`src/rtl/stack_pkg.sv`:
```
// Shared constants, FSM state encoding and helpers for the stacker game's landing logic.
package stack_pkg;

  localparam int ROWS    = 8;
  localparam int WIDTH   = 8;
  localparam int SCORE_W = 7;

  localparam logic [WIDTH-1:0] INIT_BLOCK = 8'b0001_1100;

  typedef enum logic [2:0] {
    ST_ARMED   = 3'd0,
    ST_COMPARE = 3'd1,
    ST_COMMIT  = 3'd2,
    ST_LOAD    = 3'd3,
    ST_OVER    = 3'd4,
    ST_WIN     = 3'd5
  } state_e;

  function automatic logic [3:0] popcount(input logic [WIDTH-1:0] v);
    logic [3:0] c;
    c = '0;
    for (int i = 0; i < WIDTH; i++) begin
      c = c + {3'b000, v[i]};
    end
    return c;
  endfunction

endpackage

```
`src/rtl/btn_edge.sv`:
```
// Rising-edge detector for a level button; the history flop resets high so a
// button held through reset does not produce an edge.
module btn_edge (
  input  logic clk,
  input  logic rst,
  input  logic btn,
  output logic rise
);

  logic prev_q;
  logic prev_d;

  always_comb begin
    prev_d = btn;
  end

  always_ff @(posedge clk) begin
    if (rst) begin
      prev_q <= 1'b1;
    end else begin
      prev_q <= prev_d;
    end
  end

  assign rise = btn & ~prev_q;

endmodule

```
`src/rtl/stack_lander.sv`:
```
// Consumer side of the block-shift interface: latches the moving row on a stop press,
// trims it against the row below, commits it to the stack and seeds the shifter.
module stack_lander
  import stack_pkg::*;
(
  input  logic               clk,
  input  logic               rst,
  input  logic               stopBtn,
  input  logic               restartBtn,
  input  logic [WIDTH-1:0]   blockLoc,
  output logic [WIDTH-1:0]   newBlock,
  output logic               loadNext,
  output logic [2:0]         rowIdx,
  input  logic [2:0]         rdRow,
  output logic [WIDTH-1:0]   rdData,
  output logic [SCORE_W-1:0] score,
  output logic               gameOver,
  output logic               win,
  output state_e             state_dbg
);

  logic stop_edge;
  logic restart_edge;

  btn_edge u_stop_edge (
    .clk  (clk),
    .rst  (rst),
    .btn  (stopBtn),
    .rise (stop_edge)
  );

  btn_edge u_restart_edge (
    .clk  (clk),
    .rst  (rst),
    .btn  (restartBtn),
    .rise (restart_edge)
  );

  state_e             state_q, state_d;
  logic [WIDTH-1:0]   stack_q [ROWS];
  logic [WIDTH-1:0]   stack_d [ROWS];
  logic [WIDTH-1:0]   landed_q, landed_d;
  logic [WIDTH-1:0]   overlap_q, overlap_d;
  logic [WIDTH-1:0]   new_block_q, new_block_d;
  logic [2:0]         row_idx_q, row_idx_d;
  logic [SCORE_W-1:0] score_q, score_d;
  logic               load_next_q, load_next_d;
  logic               game_over_q, game_over_d;
  logic               win_q, win_d;
  logic [WIDTH-1:0]   overlap_calc;

  // Row 0 has nothing underneath, so the landed row is taken as-is.
  assign overlap_calc = (row_idx_q == 3'd0) ? landed_q
                                            : (landed_q & stack_q[row_idx_q - 3'd1]);

  always_comb begin
    state_d     = state_q;
    stack_d     = stack_q;
    landed_d    = landed_q;
    overlap_d   = overlap_q;
    new_block_d = new_block_q;
    row_idx_d   = row_idx_q;
    score_d     = score_q;

    case (state_q)
      ST_ARMED: begin
        if (stop_edge) begin
          landed_d = blockLoc;
          state_d  = ST_COMPARE;
        end
      end
      ST_COMPARE: begin
        overlap_d = overlap_calc;
        state_d   = (overlap_calc == '0) ? ST_OVER : ST_COMMIT;
      end
      ST_COMMIT: begin
        stack_d[row_idx_q] = overlap_q;
        new_block_d        = overlap_q;
        score_d            = score_q + SCORE_W'(popcount(overlap_q));
        if (row_idx_q == 3'(ROWS - 1)) begin
          state_d = ST_WIN;
        end else begin
          row_idx_d = row_idx_q + 3'd1;
          state_d   = ST_LOAD;
        end
      end
      ST_LOAD:  state_d = ST_ARMED;
      ST_OVER:  state_d = ST_OVER;
      ST_WIN:   state_d = ST_WIN;
      default:  state_d = ST_LOAD;
    endcase

    load_next_d = (state_d == ST_LOAD);
    game_over_d = game_over_q | (state_q == ST_OVER);
    win_d       = win_q | (state_q == ST_WIN);

    // A restart press is a soft reset and overrides anything decided above.
    if (restart_edge) begin
      state_d     = ST_LOAD;
      for (int r = 0; r < ROWS; r++) stack_d[r] = '0;
      landed_d    = '0;
      overlap_d   = '0;
      new_block_d = INIT_BLOCK;
      row_idx_d   = '0;
      score_d     = '0;
      load_next_d = 1'b1;
      game_over_d = 1'b0;
      win_d       = 1'b0;
    end
  end

  always_ff @(posedge clk) begin
    if (rst) begin
      state_q     <= ST_LOAD;
      for (int r = 0; r < ROWS; r++) stack_q[r] <= '0;
      landed_q    <= '0;
      overlap_q   <= '0;
      new_block_q <= INIT_BLOCK;
      row_idx_q   <= '0;
      score_q     <= '0;
      load_next_q <= 1'b1;
      game_over_q <= 1'b0;
      win_q       <= 1'b0;
    end else begin
      state_q     <= state_d;
      stack_q     <= stack_d;
      landed_q    <= landed_d;
      overlap_q   <= overlap_d;
      new_block_q <= new_block_d;
      row_idx_q   <= row_idx_d;
      score_q     <= score_d;
      load_next_q <= load_next_d;
      game_over_q <= game_over_d;
      win_q       <= win_d;
    end
  end

  generate
    if (ROWS == 8) begin : g_full_rd
      assign rdData = stack_q[rdRow];
    end else begin : g_part_rd
      assign rdData = (int'(rdRow) < ROWS) ? stack_q[rdRow] : '0;
    end
  endgenerate

  assign newBlock  = new_block_q;
  assign loadNext  = load_next_q;
  assign rowIdx    = row_idx_q;
  assign score     = score_q;
  assign gameOver  = game_over_q;
  assign win       = win_q;
  assign state_dbg = state_q;

endmodule

```
`config.mk`:
```
export PLATFORM = sky130hd
export DESIGN_NAME = stack_lander
export DESIGN_NICKNAME = d
export VERILOG_FILES = /design/src/rtl/stack_pkg.sv /design/src/rtl/btn_edge.sv /design/src/rtl/stack_lander.sv
export SDC_FILE = /design/constraint.sdc
export NUM_CORES = 1
export LEC_CHECK = 0
export ABC_AREA = 1
export ABC_CLOCK_PERIOD_IN_PS = 8300
export CORE_MARGIN = 3
export CORE_UTILIZATION = 60
export CTS_BUF_LIST = sky130_fd_sc_hd__clkbuf_4 sky130_fd_sc_hd__clkbuf_8 sky130_fd_sc_hd__clkbuf_16
export CTS_CLUSTER_DIAMETER = 150
export DETAILED_ROUTE_END_ITERATION = 8
export PLACE_DENSITY = 0.83
export SLEW_MARGIN = 20
export SYNTH_ARGS = -nofsm -noshare
export SYNTH_HDL_FRONTEND = slang
export SYNTH_HIERARCHICAL = 1
export SYNTH_SLANG_ARGS = --single-unit
```
`constraint.sdc`:
```
create_clock -name clk -period 8.3 [get_ports clk]
set_clock_uncertainty 0.1 [all_clocks]
set_input_delay 0.83 -clock clk [delete_from_list [all_inputs] [get_ports clk]]
set_output_delay 0.83 -clock clk [all_outputs]
set_load 0.005 [all_outputs]
```
==> impl_metrics.toml, run 1 <==
[status]
run_status = "finished, final reports clean"

[clocking]
tritoncts.num_buffers = 9
cts_root_buf = "sky130_fd_sc_hd__clkbuf_8"
postCtsHoldBufs = 0
clkSlewWorstSetupHoldPaths_ns = 0.11
ctsResizeCount = 0
post-cts-setup-buffer-count = 0
cts_tree = "built"
count_of_h_tree_levels_built_during_cts = 3
tritoncts_sink_count = 106
clkLatencyLatePin_ns = 0.39
cts.path.max_buffers = 2

[yosys]
synth_area_leader_cell = "sky130_fd_sc_hd__dfxtp_1"
synth.yosys.seq_area_share = 0.406
synth_top_cells_by_count = "sky130_fd_sc_hd__nor2_1, sky130_fd_sc_hd__o21ai_0, sky130_fd_sc_hd__dfxtp_1, sky130_fd_sc_hd__nand2_1, sky130_fd_sc_hd__a21oi_1"
postSynthRegisterBits = 106
syn-mean-instance-area_um2 = 7.25
post_synth_num_cell_types = 35
yosysWarnings = 6
synth_async_sr_flop_share = 0
netlist_instances = 721
dominantRegCellSynth = "sky130_fd_sc_hd__dfxtp_1"
yosysMostFrequentCell = "sky130_fd_sc_hd__nor2_1"
synth.area.top_cells = "sky130_fd_sc_hd__dfxtp_1, sky130_fd_sc_hd__o21ai_0, sky130_fd_sc_hd__nor2_1"
synth.net_count = 751
synth_edf_count = 0
syn_area_um2 = 5230
synth_top_area_frac = 0.406

[placed_design]
dp_hpwl_mm = 9.36
globalplace.congestion = 0.966
numPlacedInstances = 833
port_buffers = 46

[sta]
max_freq_mhz = 211
report.final.setup_viol = 0
timing_hold_violations_final = 0
period_minus_slack_ns = 4.74
finalCritPeriodShare = 0.571
setup-tns-final_ns = 0
timing_worst_slew_pin_value_ns = 1.07
slew_headroom = 0.285
unrepaired_setup_endpoints_after_global_routing = "false"
timing_max_transition_violations_final = 0

[layout]
finalNonFillerCells = 849
syn_to_final_growth_pct = 11.5
fillers = 685
share_of_layout_cells_above_drive_strength_1 = 0.0699
n_antenna_cell = 0
finalCoreUtilization = 0.699
nNetsFinal = 769

[floorplanning]
initial_core_util = 0.627
die_w_um = 99.4
design.portCount = 47
fp-row-count = 33
die_area_um2 = 9870
die_h_um = 99.4
core_area_um2 = 8340

[power]
power.ir.vdd_worst_mv = 0.115
leakage_nw = 2.36
power_per_cell_area_nw_per_um2 = 196
post-layout-total-power_mw = 1.14

[grt]
grt_pass1_vias = 4666
globalRouteOverflowTotal = 0
antenna_found_initial = 0
use_met3 = 0.0421
grt_util_met1 = 0.388
wire_length_of_the_first_global_routing_pass_mm = 23.1
grt_usage = 0.289
grt_max_degree = 101
use_met2 = 0.458
busiest_layer = "met2"

[route]
drtIter0Drc = 521
final_antenna_net_count = 0
remaining_drc_errors = 0
detail_route.first_pass.iterations = 7
number_of_vias_per_cell = 6.06
routed_wl_mm = 14.0
detailroute.via_count = 5141
wire_per_inst_um = 16.4

[job]
count_of_maximum_capacitance_violations = 0

[setup_path]
endpoint_kind = "output port"
critical_path.startpoint_type = "input pin"
endpoint_required_time_on_the_critical_path_ns = 7.37
crit_path_max_fanout = 33
critPathArrivalTime_ns = 3.81
criticalPathCategory = "in2out"

[hold_path]
hold_class = "reg2reg"
==> state kept, by name (all words and copies together) (netlist names) <==
| register | cells |
|---|---|
| overlap_q | 8 |
| u_stop_edge/prev_q | 1 |
| rowIdx | 3 |
| loadNext | 1 |
| gameOver | 1 |
| score | 7 |
| newBlock | 8 |
| u_restart_edge/prev_q | 1 |
| win | 1 |
| stack_q | 64 |
| landed_q | 8 |
| state_dbg | 3 |
==> placed cells by master (no fill, tap or decap), types with 10 or more instances in the layout <==
master                            instances
sky130_fd_sc_hd__a21oi_1                 66
sky130_fd_sc_hd__o21ai_1                 17
sky130_fd_sc_hd__nand2_1                 92
sky130_fd_sc_hd__clkdlybuf4s50_1         46
sky130_fd_sc_hd__o21ai_0                110
sky130_fd_sc_hd__nand3_1                 59
sky130_fd_sc_hd__inv_1                   33
sky130_fd_sc_hd__nor2_1                 116
sky130_fd_sc_hd__ha_1                    10
sky130_fd_sc_hd__dfxtp_1                106
==> layer usage <==
| metal | up-vias | part of all wire |
|---|---|---|
| li1 | 2468 | - |
| met1 | 2379 | 0.42 |
| met2 | 253 | 0.46 |
| met3 | 41 | 0.081 |
| met4 | 0 | 0.031 |
| met5 | - | 0 |
==> metrics by stage <==
stage / instance area, um^2 / setup slack, ns / hold WS (ns)
2_1_floorplan: 5230 / 4.86 / 0.353
3_3_place_gp: 5640 / 3.76 / 0.345
3_5_place_dp: 5640 / 3.69 / 0.358
4_1_cts: 5830 / 3.69 / 0.372
5_1_grt: 5830 / 3.30 / 0.387
6_report: 5830 / 3.56 / 0.373
==> path summary, 6_finish.rpt <==
| path | startpoint | end | slack, ns | cells past startpoint |
|---|---|---|---|---|
| worst max-delay path | rdRow[0] | rdData[5] | 3.56 | 7 |
| worst min-delay path | score[6] | score[6] | 0.37 | 2 |
| worst max register to register | overlap_q[2] | score[6] | 4.33 | 12 |
| worst min register to register | score[6] | score[6] | 0.37 | 2 |
==> power by group <==
part           internal, mW  total, mW  switching (mW)
clock network         0.119      0.312           0.193
registers             0.534      0.560          0.0263
logic                0.0984      0.273           0.175
==> final cells by class <==
class | count | area, um^2 | share of cell area
Clock buffer | 10 | 131 | 0.0225
Clock inverter | 6 | 55.1 | 0.00945
Inverter | 44 | 170 | 0.0292
Multi-Input combinational cell | 529 | 2740 | 0.469
Sequential cell | 106 | 2120 | 0.364
Tap cell | 105 | 131 | 0.0225
Timing Repair Buffer | 49 | 483 | 0.0829
==> critical path, cell delays in order <==
cell and delay [ns]:
sky130_fd_sc_hd__clkdlybuf4s50_1 1.18, sky130_fd_sc_hd__inv_1 0.67, sky130_fd_sc_hd__o21ai_0 0.34, sky130_fd_sc_hd__o22ai_1 0.10
sky130_fd_sc_hd__nor2_1 0.12, sky130_fd_sc_hd__a31oi_1 0.07, sky130_fd_sc_hd__clkdlybuf4s50_1 0.48
==> cell families after synthesis <==
family,after synthesis,share of synthesized area
buffers and inverters,86,0.0725
XOR/XNOR,2,0.00335
AND/OR/NAND/NOR,287,0.246
adder cells (fa/ha/maj),15,0.0431
flip-flops,106,0.406
AO/OA/AOI/OAI,225,0.229
Power figures use the tool's default switching activity.
==> run 2: changes to the inputs <==
--- a/config.mk
+++ b/config.mk
@@ -6,13 +6,13 @@
 export NUM_CORES = 1
 export LEC_CHECK = 0
 export ABC_AREA = 1
-export ABC_CLOCK_PERIOD_IN_PS = 8300
+export ABC_CLOCK_PERIOD_IN_PS = 3900
 export CORE_MARGIN = 3
-export CORE_UTILIZATION = 60
+export CORE_UTILIZATION = 52
 export CTS_BUF_LIST = sky130_fd_sc_hd__clkbuf_4 sky130_fd_sc_hd__clkbuf_8 sky130_fd_sc_hd__clkbuf_16
 export CTS_CLUSTER_DIAMETER = 150
 export DETAILED_ROUTE_END_ITERATION = 8
-export PLACE_DENSITY = 0.83
+export PLACE_DENSITY = 0.76
 export SLEW_MARGIN = 20
 export SYNTH_ARGS = -nofsm -noshare
 export SYNTH_HDL_FRONTEND = slang
==> constraint.sdc (replaced) <==
create_clock -name clk -period 3.9 [get_ports clk]
set_clock_uncertainty 0.1 [all_clocks]
set_input_delay 0.39 -clock clk [delete_from_list [all_inputs] [get_ports clk]]
set_output_delay 0.39 -clock clk [all_outputs]
set_load 0.005 [all_outputs]
==> run 2 against run 1 <==
Sequential power increased by 110%. Wire length rose by 1.1%. Setup slack got worse by 3.3 ns. Die area rose by 14%. Largest power group unchanged.
==> impl_metrics.toml, run 2 (synthesis gave the netlist of run 1 again) <==
[route]
dr_wl_met3_mm = 1.27
dr_wl_met2_mm = 6.72
wire_per_inst_um = 15.9
routed_wl_mm = 14.1
detail_route.wirelength.met1_mm = 5.86
detailroute.via_count = 5052
remaining_drc_errors = 0
number_of_vias_per_cell = 5.70
drtIter0Drc = 517
detail_route.first_pass.iterations = 6
final_antenna_net_count = 0
highest_layer = "met4"

[floorplanning]
design.portCount = 47
die_w_um = 106
die_area_um2 = 11300
core_area_um2 = 9500
die_h_um = 106
fp-row-count = 35
initial_core_util = 0.550

[sta]
unrepaired_setup_endpoints_after_global_routing = "false"
timing_hold_violations_final = 0
setup-tns-final_ns = 0
postLayoutSetupSlackWorst_ns = 0.299
finalCritPeriodShare = 0.923
timing_max_transition_violations_final = 0
timing_worst_slew_pin_value_ns = 0.883
period_minus_slack_ns = 3.60
report.final.setup_viol = 0
max_freq_mhz = 278
slew_headroom = 0.410

[layout]
mostFrequentLayoutCells = "sky130_fd_sc_hd__nor2_1, sky130_fd_sc_hd__o21ai_0, sky130_fd_sc_hd__dfxtp_1"
syn_to_final_growth_pct = 14.5
n_antenna_cell = 0
share_of_layout_cells_above_drive_strength_1 = 0.0859
layout_commonest_cell = "sky130_fd_sc_hd__nor2_1"
largest_register_ffs = 64
nNetsFinal = 782
largest_register = "stack_q"
layout.cell_area.non_filler_um2 = 5990
finalCoreUtilization = 0.630
finalNonFillerCells = 886

[status]
run_status = "finished, final reports clean"

[setup_path]
reg2reg_to = "score[6]"
critical_path.startpoint_type = "flop"
criticalPathCategory = "reg2reg"
reg2regPathDepth = 12
critPathArrivalTime_ns = 3.79
r2r_slack_ns = 0.30
crit_path_max_fanout = 3
crit-reg2reg-launch = "score[0]"
endpoint_required_time_on_the_critical_path_ns = 4.09
endpoint_kind = "flop"

[clocking]
clkSlewWorstSetupHoldPaths_ns = 0.11
cts_root_buf = "sky130_fd_sc_hd__clkbuf_8"
clkLatencyLatePin_ns = 0.39
post-cts-setup-buffer-count = 0
postCtsHoldBufs = 0
tritoncts_sink_count = 106
cts.path.max_buffers = 2
count_of_h_tree_levels_built_during_cts = 3
tritoncts.num_buffers = 9
cts_tree = "built"
ctsResizeCount = 0

[grt]
wire_length_of_the_first_global_routing_pass_mm = 23.5
grt_pass1_vias = 4853
globalRouteOverflowTotal = 0
antenna_found_initial = 0
grt_usage = 0.258
grt_max_degree = 49

[job]
count_of_maximum_capacitance_violations = 0

[placed_design]
globalplace.congestion = 0.828
detailedPlace.worstSlack_ns = 0.310
post_dp_cell_area_um2 = 5770
numPlacedInstances = 870
dp_hpwl_mm = 9.51
port_buffers = 46

[hold_path]
min_delay_worst_endpoint = "score[6]"
hold_class = "reg2reg"
hold-path-cell-count = 2
worstHoldStart = "score[6]"

[power]
leakage_nw = 2.43
power_per_cell_area_nw_per_um2 = 421
power.ir.vdd_worst_mv = 0.293
==> run 2: critical path, stage by stage, from the launching register on <==
cell                      delay [ns]
sky130_fd_sc_hd__dfxtp_1        0.36
sky130_fd_sc_hd__fa_1           0.54
sky130_fd_sc_hd__inv_1          0.05
sky130_fd_sc_hd__fa_1           0.49
sky130_fd_sc_hd__fa_1           0.42
sky130_fd_sc_hd__fa_1           0.41
sky130_fd_sc_hd__fa_1           0.41
sky130_fd_sc_hd__o21ai_0        0.25
sky130_fd_sc_hd__nand2_1        0.07
sky130_fd_sc_hd__nor2_1         0.12
sky130_fd_sc_hd__nand2_1        0.08
sky130_fd_sc_hd__o21ai_0        0.15
sky130_fd_sc_hd__a21oi_1        0.05
==> run 2: final cells by class <==
class | instances | area (um^2)
fillers | 864 | 3520
inverters | 44 | 170
multi-input cells | 529 | 2740
well taps | 129 | 161
clock buffers | 11 | 151
flip-flops and latches | 106 | 2120
clock inverters | 5 | 66.3
repair buffers | 62 | 581
==> run 2: layer usage <==
metal / global-route usage / vias to the layer above
met1: 0.326 / 2294
met4: 0.0990 / 0
li1: - / 2485
met2: 0.431 / 243
met5: 0 / -
met3: 0.0546 / 30
==> run 2: how the worst max path moves through the flow <==
stage	cells past startpoint	end	startpoint	slack, ns
after global placement	12	score[6]	score[0]	0.35
after floorplan	12	score[6]	score[0]	0.46
final	12	score[6]	score[0]	0.30
after global routing	12	score[6]	score[0]	0.10
after CTS	12	score[6]	score[0]	0.28
after detailed placement	12	score[6]	score[0]	0.31
==> run 2: through the flow <==
stage | total power [mW] | hold slack, ns
floorplan | 1.58 | 0.353
global placement | 1.78 | 0.346
detailed placement | 1.80 | 0.352
CTS | 2.53 | 0.382
global route | 2.64 | 0.411
finish | 2.52 | 0.377
==> run 2: report_power, final <==
group	leakage [nW]	switching (mW)	internal (mW)
Combinational	1.46	0.382	0.220
Sequential	0.860	0.0424	1.14
Clock	0.108	0.401	0.341
